**config.mk**
```make
export PLATFORM = sky130hd
export DESIGN_NAME = jtag_vdr_io_flat
export DESIGN_NICKNAME = d
export VERILOG_FILES = /design/src/rtl/jtag_vdr_io_if.sv /design/src/rtl/jtag_vdr_io.sv /design/src/flat_wrapper.sv
export SDC_FILE = /design/constraint.sdc
export NUM_CORES = 1
export LEC_CHECK = 0
export ABC_AREA = 1
export ABC_CLOCK_PERIOD_IN_PS = 2600
export CORE_ASPECT_RATIO = 2
export CORE_UTILIZATION = 40
export DETAILED_ROUTE_END_ITERATION = 7
export PLACE_DENSITY_LB_ADDON = 0.3
export SETUP_SLACK_MARGIN = 0.5
export SLEW_MARGIN = 20
export SYNTH_ARGS = -nofsm -noshare
export SYNTH_HDL_FRONTEND = slang
export SYNTH_SLANG_ARGS = --single-unit
```
**constraint.sdc**
```tcl
create_clock -name tck -period 2.6 [get_ports tck]
set_input_delay 0.65 -clock tck [delete_from_list [all_inputs] [get_ports tck]]
set_output_delay 0.65 -clock tck [all_outputs]
set_load 0.01 [all_outputs]
```
**src/rtl/jtag_vdr_io_if.sv**
```systemverilog
// Virtual JTAG hub / user I/O bundle for jtag_vdr_io.
// master = hub and user-logic side, slave = the data-register block.
interface jtag_vdr_io_if #(
   parameter int DR_WIDTH = 8,
   parameter int IR_WIDTH = 2
);
   logic                tdi;
   logic [IR_WIDTH-1:0] ir_in;
   logic                v_cdr;
   logic                v_sdr;
   logic                udr;
   logic [DR_WIDTH-1:0] din;
   logic [DR_WIDTH-1:0] dout;
   logic                dout_valid;
   logic                tdo;

   modport master (
      output tdi, ir_in, v_cdr, v_sdr, udr, din,
      input  dout, dout_valid, tdo
   );

   modport slave (
      input  tdi, ir_in, v_cdr, v_sdr, udr, din,
      output dout, dout_valid, tdo
   );
endinterface

```
**src/rtl/jtag_vdr_io.sv**
```systemverilog
// Virtual-JTAG data register: BYPASS/WRITE/READ/STATUS on a multi-bit IR, all on tck.
// Define JTAG_VDR_READBACK_EN to capture the current dout on WRITE (read-modify-write scan).
module jtag_vdr_io #(
   parameter int                  DR_WIDTH  = 8,
   parameter int                  IR_WIDTH  = 2,
   parameter logic [DR_WIDTH-1:0] RESET_VAL = '0
) (
   input logic           tck,
   input logic           aclr,
   jtag_vdr_io_if.slave  bus
);

   typedef enum logic [1:0] {
      OP_BYPASS = 2'd0,
      OP_WRITE  = 2'd1,
      OP_READ   = 2'd2,
      OP_STATUS = 2'd3
   } op_e;

   localparam logic [IR_WIDTH-1:0] IR_WRITE  = IR_WIDTH'(1);
   localparam logic [IR_WIDTH-1:0] IR_READ   = IR_WIDTH'(2);
   localparam logic [IR_WIDTH-1:0] IR_STATUS = IR_WIDTH'(3);

   op_e                 op;
   logic                bypass_q;
   logic                udr_q;
   logic                upd_edge;
   logic                dout_valid_q;
   logic [DR_WIDTH-1:0] sr;
   logic [DR_WIDTH-1:0] cap_val;
   logic [DR_WIDTH-1:0] dout_q;
   logic [DR_WIDTH-1:0] upd_cnt;

   // Unused codes (including anything >= 4) fall back to BYPASS.
   always_comb begin
      op = OP_BYPASS;
      if (bus.ir_in == IR_WRITE)       op = OP_WRITE;
      else if (bus.ir_in == IR_READ)   op = OP_READ;
      else if (bus.ir_in == IR_STATUS) op = OP_STATUS;
   end

   always_comb begin
      cap_val = '0;
      case (op)
         OP_READ:   cap_val = bus.din;
         OP_STATUS: cap_val = upd_cnt;
`ifdef JTAG_VDR_READBACK_EN
         OP_WRITE:  cap_val = dout_q;
`else
         OP_WRITE:  cap_val = '0;
`endif
         default:   cap_val = '0;
      endcase
   end

   assign upd_edge = bus.udr & ~udr_q;

   always_ff @(posedge tck) begin
      if (aclr) begin
         bypass_q     <= 1'b0;
         udr_q        <= 1'b0;
         sr           <= '0;
         dout_q       <= RESET_VAL;
         dout_valid_q <= 1'b0;
         upd_cnt      <= '0;
      end else begin
         bypass_q     <= bus.tdi;
         udr_q        <= bus.udr;
         dout_valid_q <= 1'b0;
         // Capture takes priority when the hub asserts both states together.
         if (op != OP_BYPASS) begin
            if (bus.v_cdr)      sr <= cap_val;
            else if (bus.v_sdr) sr <= {bus.tdi, sr[DR_WIDTH-1:1]};
         end
         if (upd_edge && op == OP_WRITE) begin
            dout_q       <= sr;
            dout_valid_q <= 1'b1;
            upd_cnt      <= upd_cnt + 1'b1;
         end
      end
   end

   assign bus.tdo        = (op == OP_BYPASS) ? bypass_q : sr[0];
   assign bus.dout       = dout_q;
   assign bus.dout_valid = dout_valid_q;

endmodule

```
**src/flat_wrapper.sv**
```systemverilog
// flat-port wrapper written by rule: the top's interface ports become plain ports
module jtag_vdr_io_flat 
#(
   parameter int                  DR_WIDTH  = 8,
   parameter int                  IR_WIDTH  = 2,
   parameter logic [DR_WIDTH-1:0] RESET_VAL = '0
)
  (tck, aclr, bus_tdi, bus_ir_in, bus_v_cdr, bus_v_sdr, bus_udr, bus_din, bus_dout, bus_dout_valid, bus_tdo);
  jtag_vdr_io_if #(.DR_WIDTH(DR_WIDTH), .IR_WIDTH(IR_WIDTH)) bus_i ();
  input logic tck;
  input logic aclr;
  input wire logic [$bits(bus_i.tdi)-1:0] bus_tdi;
  input wire logic [$bits(bus_i.ir_in)-1:0] bus_ir_in;
  input wire logic [$bits(bus_i.v_cdr)-1:0] bus_v_cdr;
  input wire logic [$bits(bus_i.v_sdr)-1:0] bus_v_sdr;
  input wire logic [$bits(bus_i.udr)-1:0] bus_udr;
  input wire logic [$bits(bus_i.din)-1:0] bus_din;
  output wire logic [$bits(bus_i.dout)-1:0] bus_dout;
  output wire logic [$bits(bus_i.dout_valid)-1:0] bus_dout_valid;
  output wire logic [$bits(bus_i.tdo)-1:0] bus_tdo;
  assign bus_i.tdi = bus_tdi;
  assign bus_i.ir_in = bus_ir_in;
  assign bus_i.v_cdr = bus_v_cdr;
  assign bus_i.v_sdr = bus_v_sdr;
  assign bus_i.udr = bus_udr;
  assign bus_i.din = bus_din;
  assign bus_dout = bus_i.dout;
  assign bus_dout_valid = bus_i.dout_valid;
  assign bus_tdo = bus_i.tdo;
  jtag_vdr_io #(.DR_WIDTH(DR_WIDTH), .IR_WIDTH(IR_WIDTH), .RESET_VAL(RESET_VAL)) u_core (.tck(tck), .aclr(aclr), .bus(bus_i));
endmodule
```
==> metrics.txt <==
status completed; routability cong. 0.761; Final Non-Filler Cells 233; vias 1147; Most Crowded Layer GR met2; Worst Hold Launch u_core.sr[3]; Post-Place Worst Slack -0.105 ns; Mapped Area 1210 um^2; met2 global-route usage 35.0%; worst path arrival time 1.32 ns; Routed WL per cell 11.6 um; WS Path Type in -> out; Worst-Margin Slew 0.561 ns; Setup Buffers After CTS 0; Main synth FF type dfxtp_1; period utilization 75.9%; final instance area 1540 um^2; area growth from synthesis to final layout 26.7%; routing usage on met1 20.3%; peak supply drop 0.000381 V; Setup Skew 0.00387 ns; Die Wd 41.0 um; hpwl dp 2060 um; M3 GR Usage 2.51%; site row count 28; Net count, final 221; Hold-fix buffers, CTS 0; largest net degree at the start of global routing 24; worst hold path class reg -> reg; Core ar. 2910 um^2; Tot Pwr 0.797 mW; R2R Setup Slk 1.41 ns; Worst setup EP type output port; cts bufs inserted 3; Initial Util 41.8%; largest area contributor in the netlist dfxtp_1; Overflow after GRT 0; DR iter-0 viols 33; Vias/cell 4.92; DRT Wirelength 2700 um; full die area 3280 um^2; TritonCTS clock tree built; vias in the first global route 1098; max-slew violations 0; worst setup margin 0.628 ns; clock net sink count 27; syn nets 192; Reg-to-Reg Start u_core.upd_cnt[1]; Worst-Skew Late Latency 0.28 ns; RSZ-0062 raised after global routing false; CTS H-Tree Depth 1; Max clock buf depth 2; Post-DP Area 1500 um^2; Yosys cell types 17; Avg Inst Size Synth 6.94 um^2; final setup violation count 0; Mapped Cells 175; minimum clock period 1.97 ns; Critical R2R Capture u_core.upd_cnt[6]; diode count 0; synth cell count leaders nor2_1 (34), nand2_1 (32), o21ai_0 (28); sequential area share after synthesis 44.5%; DP Cell Count 229; global-route wire length before repair 4460 um; PortBufs 25; DIE HEIGHT 79.9 um; TritonRoute pass-1 iters 4; most frequent cell after synthesis nor2_1; PD cells 518 nW/um^2; I/O Pins 26; top cell type's share of synthesized area 44.5%; synthesized flop and latch total 27; Worst Hold End u_core.bus.dout[3]; GR Util All Layers 19.5%; fraction of layout cells with a size suffix above 1 8.37%; synth top area cells dfxtp_1 (44%), o21ai_0 (12%), nor2_1 (11%); Required @ worst endpoint 1.95 ns; critical path launch point type primary input; Slew headroom 62.5%; Post-route DRC 0; Antenna Nets Post-Route 0; setup TNS 0 ns; fmax 0.507 GHz; clock root buffer clkbuf_8; FF-to-FF path depth 6; Hold Vio Cnt, Final 0; Clock transition at path regs 0.09 ns; # Max-Cap Violations 0; EDFF count, synth 0; Pleak 0.689 nW; Max FO, Critical Path 2; antenna violations before repair 0; FFs w/ async S/R, synth 0%; Hold Crit Depth 2; Setup crit start bus_ir_in[0]; synth warn 0
-- worst max-delay path by stage --
stage | to | slack, ns | depth (start not counted)
after global placement | bus_tdo | -0.09 | 4
after CTS | bus_tdo | 0.52 | 4
after detailed placement | bus_tdo | -0.11 | 4
after floorplan | bus_tdo | 0.77 | 2
after global routing | bus_tdo | 0.61 | 4
final | bus_tdo | 0.63 | 4
-- cells in the final DEF, fill, tap and decap left out, types with 2 or more instances in the layout --
cell type        synthesis  final
inv_1                   19     19
nand2_1                 32     32
nor2_1                  34     33
clkbuf_2                 0      2
clkbuf_8                 1      3
o21ai_0                 28     28
dfxtp_1                 27     27
a21oi_1                 10     10
nor2_2                   2      3
nand3_1                 11     11
buf_4                    2      6
clkdlybuf4s50_1          0     22
nand4_1                  2      2
-- cell families after synthesis --
| group | synth area share, % |
|---|---|
| xor+xnor | 0.721 |
| buf+inv | 10.2 |
| fa+ha+maj | 1.03 |
| simple gates | 27.0 |
| flops | 44.5 |
| mux | 0.927 |
| compound gates | 15.7 |
-- per-layer routing --
layer	wire (um)	vias up	part of all wire, %
met5	0	-	0
met4	46	0	1.7
met3	70	6	2.6
met2	1490	11	55
met1	1090	518	40
li1	-	612	-
-- worst max-delay path, stage by stage --
cell and delay (ns):
clkbuf_2 0.10, nor2_2 0.14, mux2_4 0.32, buf_6 0.12
-- sequential cells by signal, summed over array words and instances (netlist names) --
signal	cells
u_core.bus.dout	8
u_core.bus.dout_valid	1
u_core.bypass_q	1
u_core.sr	8
u_core.udr_q	1
u_core.upd_cnt	8
-- metrics by stage --
step | hold slack (ns) | utilization, %
after floorplan | 0.465 | -
after global placement | 0.487 | 51.4
after detailed placement | 0.493 | 51.4
after CTS | 0.511 | 53.3
after global routing | 0.537 | 52.9
final | 0.509 | 52.9
-- timing repair --
item / 4_1_cts / 5_1_grt
pin swaps: 1 / 1
endpoints found under the setup margin: 1 / 1
gates resized for setup: 11 / 2
-- report_power, final --
part	total (mW)	switching [mW]	leakage (nW)	internal, mW
registers	0.446	0.0122	0.221	0.434
logic	0.112	0.0548	0.442	0.0570
clock network	0.240	0.132	0.0255	0.108
-- cell type report --
| class | count | area (um^2) |
|---|---|---|
| clock buffer | 3 | 41.3 |
| tap | 30 | 37.5 |
| timing repair buffer | 31 | 287 |
| inverter | 19 | 71.3 |
| sequential | 27 | 541 |
| clock inverter | 1 | 5.00 |
| multi-input combinational | 122 | 557 |
| fill | 303 | 1370 |
No activity file was read; power rests on OpenSTA's default activity.
